$ cat src/rtl/multi_input_threshold_detector_pkg.sv
// Shared constants and helpers for the threshold detector.
// Holds the seven-segment font, the mode encodings and a clog2 helper.
package multi_input_threshold_detector_pkg;

  localparam logic MODE_ATLEAST = 1'b0;
  localparam logic MODE_EXACT   = 1'b1;

  // Active-high {g,f,e,d,c,b,a} hex font for digits 0-F
  localparam logic [6:0] SEG_FONT [16] = '{
    7'h3F, 7'h06, 7'h5B, 7'h4F,
    7'h66, 7'h6D, 7'h7D, 7'h07,
    7'h7F, 7'h6F, 7'h77, 7'h7C,
    7'h39, 7'h5E, 7'h79, 7'h71
  };

  function automatic int clog2(input int v);
    int r;
    r = 0;
    while ((1 << r) < v) r++;
    return r;
  endfunction

endpackage

$ cat src/rtl/multi_input_threshold_detector_bit_debouncer.sv
// Two-flop synchroniser followed by a stable-count debouncer.
// The debounced bit only follows sync after DEBOUNCE_CYCLES steady cycles.
module bit_debouncer
  import multi_input_threshold_detector_pkg::*;
#(
  parameter int DEBOUNCE_CYCLES = 4
) (
  input  logic clk,
  input  logic rst,
  input  logic ena,
  input  logic raw,
  output logic deb
);

  localparam int CW =
    (clog2(DEBOUNCE_CYCLES) < 1) ? 1 : clog2(DEBOUNCE_CYCLES);
  localparam logic [CW-1:0] LAST = CW'(DEBOUNCE_CYCLES - 1);

  logic          meta;
  logic          sync;
  logic [CW-1:0] cnt;

  // Two-stage synchroniser for the asynchronous switch input
  always_ff @(posedge clk or posedge rst) begin
    if (rst) begin
      meta <= 1'b0;
      sync <= 1'b0;
    end else if (ena) begin
      meta <= raw;
      sync <= meta;
    end
  end

  // Count consecutive disagreeing cycles; commit once the run is long enough
  always_ff @(posedge clk or posedge rst) begin
    if (rst) begin
      deb <= 1'b0;
      cnt <= '0;
    end else if (ena) begin
      if (sync == deb) begin
        cnt <= '0;
      end else if (cnt == LAST) begin
        deb <= sync;
        cnt <= '0;
      end else begin
        cnt <= cnt + 1'b1;
      end
    end
  end

endmodule

$ cat src/rtl/multi_input_threshold_detector.sv
// Debounced N-input ones-count threshold detector with event counter.
// The low nibble of the saturating event count drives a hex display.
module multi_input_threshold_detector
  import multi_input_threshold_detector_pkg::*;
#(
  parameter int N_INPUTS        = 3,
  parameter int THRESH          = 2,
  parameter int DEBOUNCE_CYCLES = 4,
  parameter int CNT_W           = 8
) (
  input  logic                             clk,
  input  logic                             rst,
  input  logic                             ena,
  input  logic [N_INPUTS-1:0]              in_bits,
  input  logic                             mode,
  input  logic                             clr,
  output logic                             detect,
  output logic [clog2(N_INPUTS+1)-1:0]     ones_count,
  output logic [CNT_W-1:0]                 event_count,
  output logic [6:0]                       seg
);

  localparam int OW = clog2(N_INPUTS + 1);
  localparam logic [OW-1:0]    THR     = OW'(THRESH);
  localparam logic [CNT_W-1:0] CNT_MAX = '1;

  logic [N_INPUTS-1:0] deb;
  logic [OW-1:0]       pop;
  logic                det_next;
  logic [CNT_W-1:0]    cnt_next;
  logic [3:0]          nib;

  for (genvar i = 0; i < N_INPUTS; i++) begin : g_deb
    bit_debouncer #(
      .DEBOUNCE_CYCLES(DEBOUNCE_CYCLES)
    ) u_deb (
      .clk(clk),
      .rst(rst),
      .ena(ena),
      .raw(in_bits[i]),
      .deb(deb[i])
    );
  end

  // Popcount of the debounced inputs and the threshold comparison
  always_comb begin
    pop = '0;
    for (int i = 0; i < N_INPUTS; i++) begin
      pop = pop + OW'(deb[i]);
    end
    det_next = (mode == MODE_EXACT) ? (pop == THR) : (pop >= THR);
  end

  // Next event count: clear wins, otherwise count rising detects, saturating
  always_comb begin
    cnt_next = event_count;
    if (clr) begin
      cnt_next = '0;
    end else if (det_next && !detect && (event_count != CNT_MAX)) begin
      cnt_next = event_count + 1'b1;
    end
    nib = 4'(cnt_next);
  end

  // Output registers; seg tracks the same next count as event_count
  always_ff @(posedge clk or posedge rst) begin
    if (rst) begin
      detect      <= 1'b0;
      ones_count  <= '0;
      event_count <= '0;
      seg         <= SEG_FONT[0];
    end else if (ena) begin
      detect      <= det_next;
      ones_count  <= pop;
      event_count <= cnt_next;
      seg         <= SEG_FONT[nib];
    end
  end

endmodule

$ cat config.mk
export PLATFORM = sky130hd
export DESIGN_NAME = multi_input_threshold_detector
export DESIGN_NICKNAME = d
export VERILOG_FILES = /design/src/rtl/multi_input_threshold_detector_pkg.sv /design/src/rtl/multi_input_threshold_detector_bit_debouncer.sv /design/src/rtl/multi_input_threshold_detector.sv
export SDC_FILE = /design/constraint.sdc
export NUM_CORES = 1
export LEC_CHECK = 0
export CAP_MARGIN = 20
export CORE_ASPECT_RATIO = 1.2
export CORE_MARGIN = 3
export CORE_UTILIZATION = 55
export DETAILED_ROUTE_END_ITERATION = 8
export PLACE_DENSITY_LB_ADDON = 0.25
export REMOVE_ABC_BUFFERS = 1
export SLEW_MARGIN = 20
export SYNTH_ARGS = -nofsm -noshare
export SYNTH_HDL_FRONTEND = slang
export SYNTH_SLANG_ARGS = --single-unit
$ cat constraint.sdc
create_clock -name clk -period 4 [get_ports clk]
set_clock_uncertainty 0.1 [all_clocks]
set_input_delay 1 -clock clk [delete_from_list [all_inputs] [get_ports clk]]
set_output_delay 1 -clock clk [all_outputs]
set_load 0.005 [all_outputs]
==> qor.tcl, run 1 <==
set qor(globalRouteOverflowTotal) 0
set qor(tritoncts.num_buffers) 5
set qor(critical_path.reg2reg.startpoint) {g_deb[0].u_deb.deb}
set qor(worstPathMaxFanout) 8
set qor(synth-warning-count) 0
set qor(synth_top_cell_by_area) {sky130_fd_sc_hd__dfrtp_1}
set qor(cts_post_setup_buffers_inserted) 0
set qor(area_of_the_multi_input_gates_mm2) 0.001104
set qor(drt_wl_total_mm) 4.249
set qor(clkSlewWorstSetupHoldPaths_ps) 60
set qor(remaining_drc_errors) 0
set qor(final_period_minus_worst_setup_slack_ps) 3413
set qor(setup-tns-final_ps) 0
set qor(critical_path_class) {input pin to flop}
set qor(timing.hold.worst.class) {flop to flop}
set qor(highest_clock_frequency_the_design_can_meet_ghz) 0.2930
set qor(sequential_cell_area_um2) 833.3
set qor(place_hpwl_mm) 3.103
set qor(layout.cells.most_common) {sky130_fd_sc_hd__dfrtp_1}
set qor(floorplan.io_pins) 26
set qor(worstPathArrival_ps) 3530
set qor(edff_count_synth) 0
set qor(hold_violations) 0
set qor(synth.distinct_cells) 47
set qor(synthFlopType) {sky130_fd_sc_hd__dfrtp_1}
set qor(hold_path.startpoint) {seg[4]}
set qor(cpMaxStageDelayCell) {sky130_fd_sc_hd__clkdlybuf4s50_1}
set qor(outcome) {complete, no violations}
set qor(final_gp_congestion) 0.8460
set qor(timing.critical_path.required_ps) 4110
set qor(max-clock-path-buffers) 2
set qor(first_iter_violations) 80
set qor(cp-end-kind) {flop}
set qor(asyncSetResetFlopFracSynth_pct) 100.0
set qor(drv_cap) 0
set qor(final_cell_mix) {sky130_fd_sc_hd__dfrtp_1, sky130_fd_sc_hd__clkdlybuf4s50_1, sky130_fd_sc_hd__nand2_1}
set qor(synth_largest_type_area_fraction_pct) 33.48
set qor(antenna_cells) 0
set qor(count_of_state_elements_after_synthesis) 33
set qor(portion_of_the_clock_cycle_consumed_by_the_worst_path_in_the_final_layout_pct) 85.33
set qor(maxSlewViolCount) 0
set qor(cts.htree.levels) 2
set qor(grt_util_all_layers_pct) 21.87
set qor(clk_root_buffer_cell) {sky130_fd_sc_hd__clkbuf_8}
set qor(hold-worst-slack_ps) 379.6
set qor(wire_length_of_the_first_global_routing_pass_mm) 7.272
set qor(grt_start_max_net_pins) 30
set qor(timing.hold.worst_endpoint) {seg[4]}
set qor(leakagePower_nw) 1.036
set qor(first_global_vias) 1570
set qor(antenna_violations_before_repair) 0
set qor(rows) 23
set qor(register_to_register_setup_slack_ps) 630
set qor(timing.rr.end) {seg[5]}
set qor(synth_cells) 195
set qor(clock_insertion_delay_worst_skew_ps) 290
set qor(vias) 1551
set qor(die_height_um) 72.36
set qor(worst_rel_slew_slack_pct) 56.00
set qor(reg2reg_depth) 13
set qor(finalSetupViolCount) 0
set qor(layout-drive-gt1-share_pct) 20.18
set qor(rsz0062_at_grt) {false}
set qor(clock_sink_count) 33
set qor(layout-area-overhead-vs-synth_pct) 19.96
set qor(ant_nets) 0
set qor(fill_cells) 253
set qor(initial_utilization_pct) 58.93
set qor(timing.hold.worst_path_depth) 1
set qor(synth.avg_cell_area_um2) 10.35
set qor(numPortBuffers) 25
set qor(floorplan.core_area_mm2) 0.003425
set qor(cp_cell_sequence) {clkdlybuf4s50_1 > nand2b_1 > nand2_1 > nor2_4 > xnor2_1 > or2_2 > inv_1 > ha_1 > nor2b_1 > mux2_2 > a221o_1 > a31oi_1}
set qor(yosysSeqAreaShare_pct) 41.29
set qor(dieWidth_um) 61.30
set qor(tightest_slew_ps) 659.2
set qor(slowest_delay_ps) 410
set qor(routedWlPerCell_um) 16.34
set qor(synth.top_cells.by_area) {sky130_fd_sc_hd__dfrtp_1, sky130_fd_sc_hd__mux2_2, sky130_fd_sc_hd__dfstp_2}
set qor(cts_tree) {done}
set qor(net_total_in_the_final_layout) 242
set qor(drt-vias-per-instance) 5.965
set qor(post_synthesis_instance_area_mm2) 0.002018
set qor(worst_setup_path_start_kind) {input pin}
set qor(ctsResizeCount) 0
set qor(powerDensity_mw_per_mm2) 554.7
set qor(cts.hold.buffers_added) 0
set qor(drtPass1Iterations) 4
set qor(vdd.ir_drop.worst_uv) 322.7
set qor(fp.dieArea_mm2) 0.004435
[flip-flops by register name, summed over array words and instances, names as in the netlist]
register / count
g_deb.u_deb.cnt: 6
ones_count: 2
g_deb.u_deb.deb: 3
event_count: 8
g_deb.u_deb.meta: 3
g_deb.u_deb.sync: 3
seg: 7
detect: 1
[cell type report]
| cell class | instances | share of cell area (%) |
|---|---|---|
| clock buffer | 6 | 3.411 |
| sequential | 33 | 34.42 |
| inverter | 12 | 1.860 |
| tap | 37 | 1.912 |
| clock inverter | 2 | 1.550 |
| timing repair buffer | 28 | 11.27 |
| multi-input combinational | 142 | 45.58 |
[logic make-up after synthesis]
kind of cell | Yosys count | share of synthesized area, %
xor gates and xnor gates | 5 | 2.170
buffers and inverters | 20 | 4.029
and+or+nand+nor | 61 | 16.00
AOI/OAI and AO/OA | 40 | 14.20
muxes | 24 | 14.51
DFF | 33 | 41.29
adders and majority gates | 12 | 7.811
[how the worst max path moves through the flow]
| stage | start | end | cells past startpoint |
|---|---|---|---|
| 5_1_grt | g_deb[0].u_deb.deb | seg[5] | 13 |
| 4_1_cts | mode | seg[5] | 12 |
| 3_3_place_gp | mode | seg[5] | 11 |
| 3_5_place_dp | mode | seg[5] | 12 |
| 2_1_floorplan | g_deb[0].u_deb.deb | seg[5] | 12 |
| 6_report | mode | seg[5] | 12 |
[synthesized netlist by cell type (2+ instances only)]
cell type and instances:
sky130_fd_sc_hd__mux2_2 15, sky130_fd_sc_hd__a21oi_1 5, sky130_fd_sc_hd__nor2_1 10, sky130_fd_sc_hd__a31oi_1 2
sky130_fd_sc_hd__dfrtp_1 27, sky130_fd_sc_hd__a22o_1 3, sky130_fd_sc_hd__nor2_4 2, sky130_fd_sc_hd__xnor2_1 4
sky130_fd_sc_hd__a221o_1 2, sky130_fd_sc_hd__ha_1 11, sky130_fd_sc_hd__o22ai_1 2, sky130_fd_sc_hd__nand3_1 4
sky130_fd_sc_hd__o2bb2ai_1 5, sky130_fd_sc_hd__clkbuf_1 4, sky130_fd_sc_hd__nand2_1 21, sky130_fd_sc_hd__nor2b_1 5
sky130_fd_sc_hd__o21ai_0 8, sky130_fd_sc_hd__buf_2 2, sky130_fd_sc_hd__a211oi_1 4, sky130_fd_sc_hd__a21o_1 2
sky130_fd_sc_hd__nand2b_1 3, sky130_fd_sc_hd__mux2i_1 5, sky130_fd_sc_hd__inv_1 12, sky130_fd_sc_hd__dfstp_2 6
sky130_fd_sc_hd__or2_2 2, sky130_fd_sc_hd__nor3_1 6, sky130_fd_sc_hd__o31ai_1 3
[layer usage]
layer	up-vias	track usage (%)	wire length (um)
met5	-	0	0
met2	43	34.24	2126
met1	747	28.21	1830
met4	0	9.639	104
li1	749	-	-
met3	12	5.338	187
[through the flow]
stage | total power, mW | util, % | cells | area, um2 | setup slack (ps)
finish | 1.343 | 70.70 | 260 | 2421 | 586.9
global route | 1.434 | 70.70 | 260 | 2421 | 453.7
CTS | 1.349 | 70.70 | 260 | 2421 | 620.6
detailed placement | 1.011 | 67.19 | 252 | 2301 | 348.1
global placement | 0.9792 | 67.19 | 252 | 2301 | 456.9
floorplan | 0.8358 | - | 187 | 1982 | 981.1
[critical path: cells and delay by family]
family / cells / cell delay [ps]
AND/OR/NAND/NOR: 5 / 910
adder cells (fa/ha/maj): 1 / 240
AO/OA/AOI/OAI: 2 / 450
buffers and inverters: 2 / 500
multiplexers: 1 / 280
XOR/XNOR: 1 / 150
[power by group]
part           internal [mW]  total [mW]  switching (mW)
combinational          0.267       0.515           0.248
clock                  0.202       0.330           0.128
sequential             0.430       0.498          0.0680
(Power assumes the default switching activity.)
==> inputs of run 2 (changes only) <==
MAX_ROUTING_LAYER = met4   (was not set)
SKIP_LAST_GASP = 1   (was not set)
==> qor.tcl, run 2 (synthesis results as in run 1) <==
set qor(outcome) {complete, no violations}
set qor(powerDensity_mw_per_mm2) 554.5 ;# about the same
set qor(timing.hold.worst.class) {flop to flop}
set qor(register_to_register_setup_slack_ps) 630 ;# about the same
set qor(first_global_vias) 1571 ;# +0.064%
set qor(highest_clock_frequency_the_design_can_meet_ghz) 0.2930 ;# about the same
set qor(layout-area-overhead-vs-synth_pct) 19.96 ;# unchanged
set qor(cts.hold.buffers_added) 0 ;# unchanged
set qor(clock_sink_count) 33 ;# unchanged
set qor(net_total_in_the_final_layout) 242 ;# unchanged
set qor(maxSlewViolCount) 0 ;# unchanged
set qor(final_cell_mix) {sky130_fd_sc_hd__dfrtp_1, sky130_fd_sc_hd__clkdlybuf4s50_1, sky130_fd_sc_hd__nand2_1}
set qor(layout-drive-gt1-share_pct) 20.18 ;# unchanged
set qor(worst_setup_path_start_kind) {input pin}
set qor(vias) 1545 ;# -0.39%
set qor(ctsResizeCount) 0 ;# unchanged
set qor(fp.dieArea_mm2) 0.004435 ;# unchanged
set qor(grt_util_all_layers_pct) 22.49 ;# +0.62 points
set qor(tritoncts.num_buffers) 5 ;# unchanged
set qor(floorplan.core_area_mm2) 0.003425 ;# unchanged
set qor(worstPathBufferInverterCount) 2 ;# unchanged
set qor(slowest_delay_ps) 410 ;# about the same
set qor(hold-worst-slack_ps) 379.6 ;# -0.01500 ps
set qor(hold_violations) 0 ;# unchanged
set qor(critical_path_class) {input pin to flop}
set qor(cts.htree.levels) 2 ;# unchanged
set qor(clk_root_buffer_cell) {sky130_fd_sc_hd__clkbuf_8}
set qor(antenna_violations_before_repair) 0 ;# unchanged
set qor(fill_cells) 253 ;# unchanged
set qor(worstPathMaxFanout) 8 ;# unchanged
set qor(place_hpwl_mm) 3.103 ;# unchanged
set qor(first_iter_violations) 66 ;# -18%
set qor(tightest_slew_ps) 663.3 ;# +4.091 ps
set qor(reg.largest.list) {event_count: 8 flops, seg: 7 flops, g_deb.u_deb.cnt: 6 flops}
set qor(ant_nets) 0 ;# unchanged
set qor(initial_utilization_pct) 58.93 ;# unchanged
set qor(remaining_drc_errors) 0 ;# unchanged
set qor(drv_cap) 0 ;# unchanged
set qor(finalSetupViolCount) 0 ;# unchanged
set qor(cts_post_setup_buffers_inserted) 0 ;# unchanged
set qor(vdd.ir_drop.worst_uv) 323.0 ;# about the same
set qor(clock_insertion_delay_worst_skew_ps) 290 ;# about the same
set qor(cpMaxStageDelayCell) {sky130_fd_sc_hd__clkdlybuf4s50_1}
set qor(globalRouteOverflowTotal) 0 ;# unchanged
set qor(antenna_cells) 0 ;# unchanged
set qor(registers.top_by_ff_count) {event_count}
set qor(dieWidth_um) 61.30 ;# unchanged
set qor(layout.cells.most_common) {sky130_fd_sc_hd__dfrtp_1}
set qor(final_util_pct) 70.70 ;# unchanged
set qor(rows) 23 ;# unchanged
set qor(max-clock-path-buffers) 2 ;# unchanged
set qor(rsz0062_at_grt) {false}
set qor(clkSlewWorstSetupHoldPaths_ps) 60 ;# about the same
set qor(setup-tns-final_ps) 0 ;# unchanged
set qor(numPortBuffers) 25 ;# unchanged
set qor(final_gp_congestion) 0.8593 ;# +1.6%
set qor(routedWlPerCell_um) 16.28 ;# -0.35%
set qor(leakagePower_nw) 1.036 ;# unchanged
set qor(wire_length_of_the_first_global_routing_pass_mm) 7.272 ;# unchanged
set qor(cts_tree) {done}
set qor(drt-vias-per-instance) 5.942 ;# -0.39%
set qor(final_period_minus_worst_setup_slack_ps) 3413 ;# +0.1700 ps
set qor(die_height_um) 72.36 ;# unchanged
set qor(largest_register_ffs) 8 ;# unchanged
set qor(worst_rel_slew_slack_pct) 55.73 ;# -0.27 points
set qor(cp-end-kind) {flop}
set qor(floorplan.io_pins) 26 ;# unchanged
set qor(portion_of_the_clock_cycle_consumed_by_the_worst_path_in_the_final_layout_pct) 85.33 ;# about the same
set qor(worstPathArrival_ps) 3530 ;# about the same
set qor(drt_wl_total_mm) 4.234 ;# -0.35%
set qor(cp_cell_sequence) {clkdlybuf4s50_1 > nand2b_1 > nand2_1 > nor2_4 > xnor2_1 > or2_2 > inv_1 > ha_1 > nor2b_1 > mux2_2 > a221o_1 > a31oi_1}
set qor(drtPass1Iterations) 4 ;# unchanged
set qor(grt_start_max_net_pins) 30 ;# unchanged
set qor(critPathTopFamily) {simple AND/OR/NAND/NOR gates}
set qor(timing.critical_path.required_ps) 4110 ;# about the same
run 2: layout make-up:
cell class | instances | area [um2] | share of cell area [%]
Clock buffer | 6 | 82.58 | 3.411
Clock inverter | 2 | 37.54 | 1.550
Inverter | 12 | 45.04 | 1.860
Multi-Input combinational cell | 142 | 1104 | 45.58
Sequential cell | 33 | 833.3 | 34.42
Tap cell | 37 | 46.29 | 1.912
Timing Repair Buffer | 28 | 272.8 | 11.27
run 2: per-stage QoR:
stage | power (mW) | instances | setup WS (ps) | instance area [um2]
after floorplan | 0.8358 | 187 | 981.1 | 1982
after global placement | 0.9792 | 252 | 456.9 | 2301
after detailed placement | 1.011 | 252 | 348.1 | 2301
after CTS | 1.349 | 260 | 620.6 | 2421
after global routing | 1.434 | 260 | 453.7 | 2421
final | 1.342 | 260 | 586.7 | 2421
run 2: where the power goes:
| group | internal (mW) | switching, mW | total (mW) |
|---|---|---|---|
| sequential | 0.430 | 0.0682 | 0.498 |
| clock | 0.202 | 0.128 | 0.330 |
| combinational | 0.267 | 0.247 | 0.514 |
run 2: path summary, 6_finish.rpt:
kind | to | cells past startpoint | start
hold reg to reg | seg[4] | 1 | seg[4]
min in group asynchronous | g_deb[1].u_deb.sync | 2 | rst
setup reg to reg | seg[5] | 13 | g_deb[0].u_deb.deb
max in group asynchronous | seg[3] | 3 | rst
hold / removal | seg[4] | 1 | seg[4]
setup / recovery | seg[5] | 12 | mode
run 2: metal layers:
layer	vias up	routed length, um	track usage (%)
met5	-	0	-
met1	744	1832	28.21
met3	12	185	5.338
li1	748	-	-
met4	0	105	9.639
met2	41	2110	34.24
run 2: worst reg2reg max path: cells and delay by family, from the launching register on:
kind	cells	cell delay (ps)
compound gates	2	450
buf+inv	2	160
mux	1	280
simple gates	5	950
xor+xnor	1	150
flops	1	390
fa+ha+maj	2	810
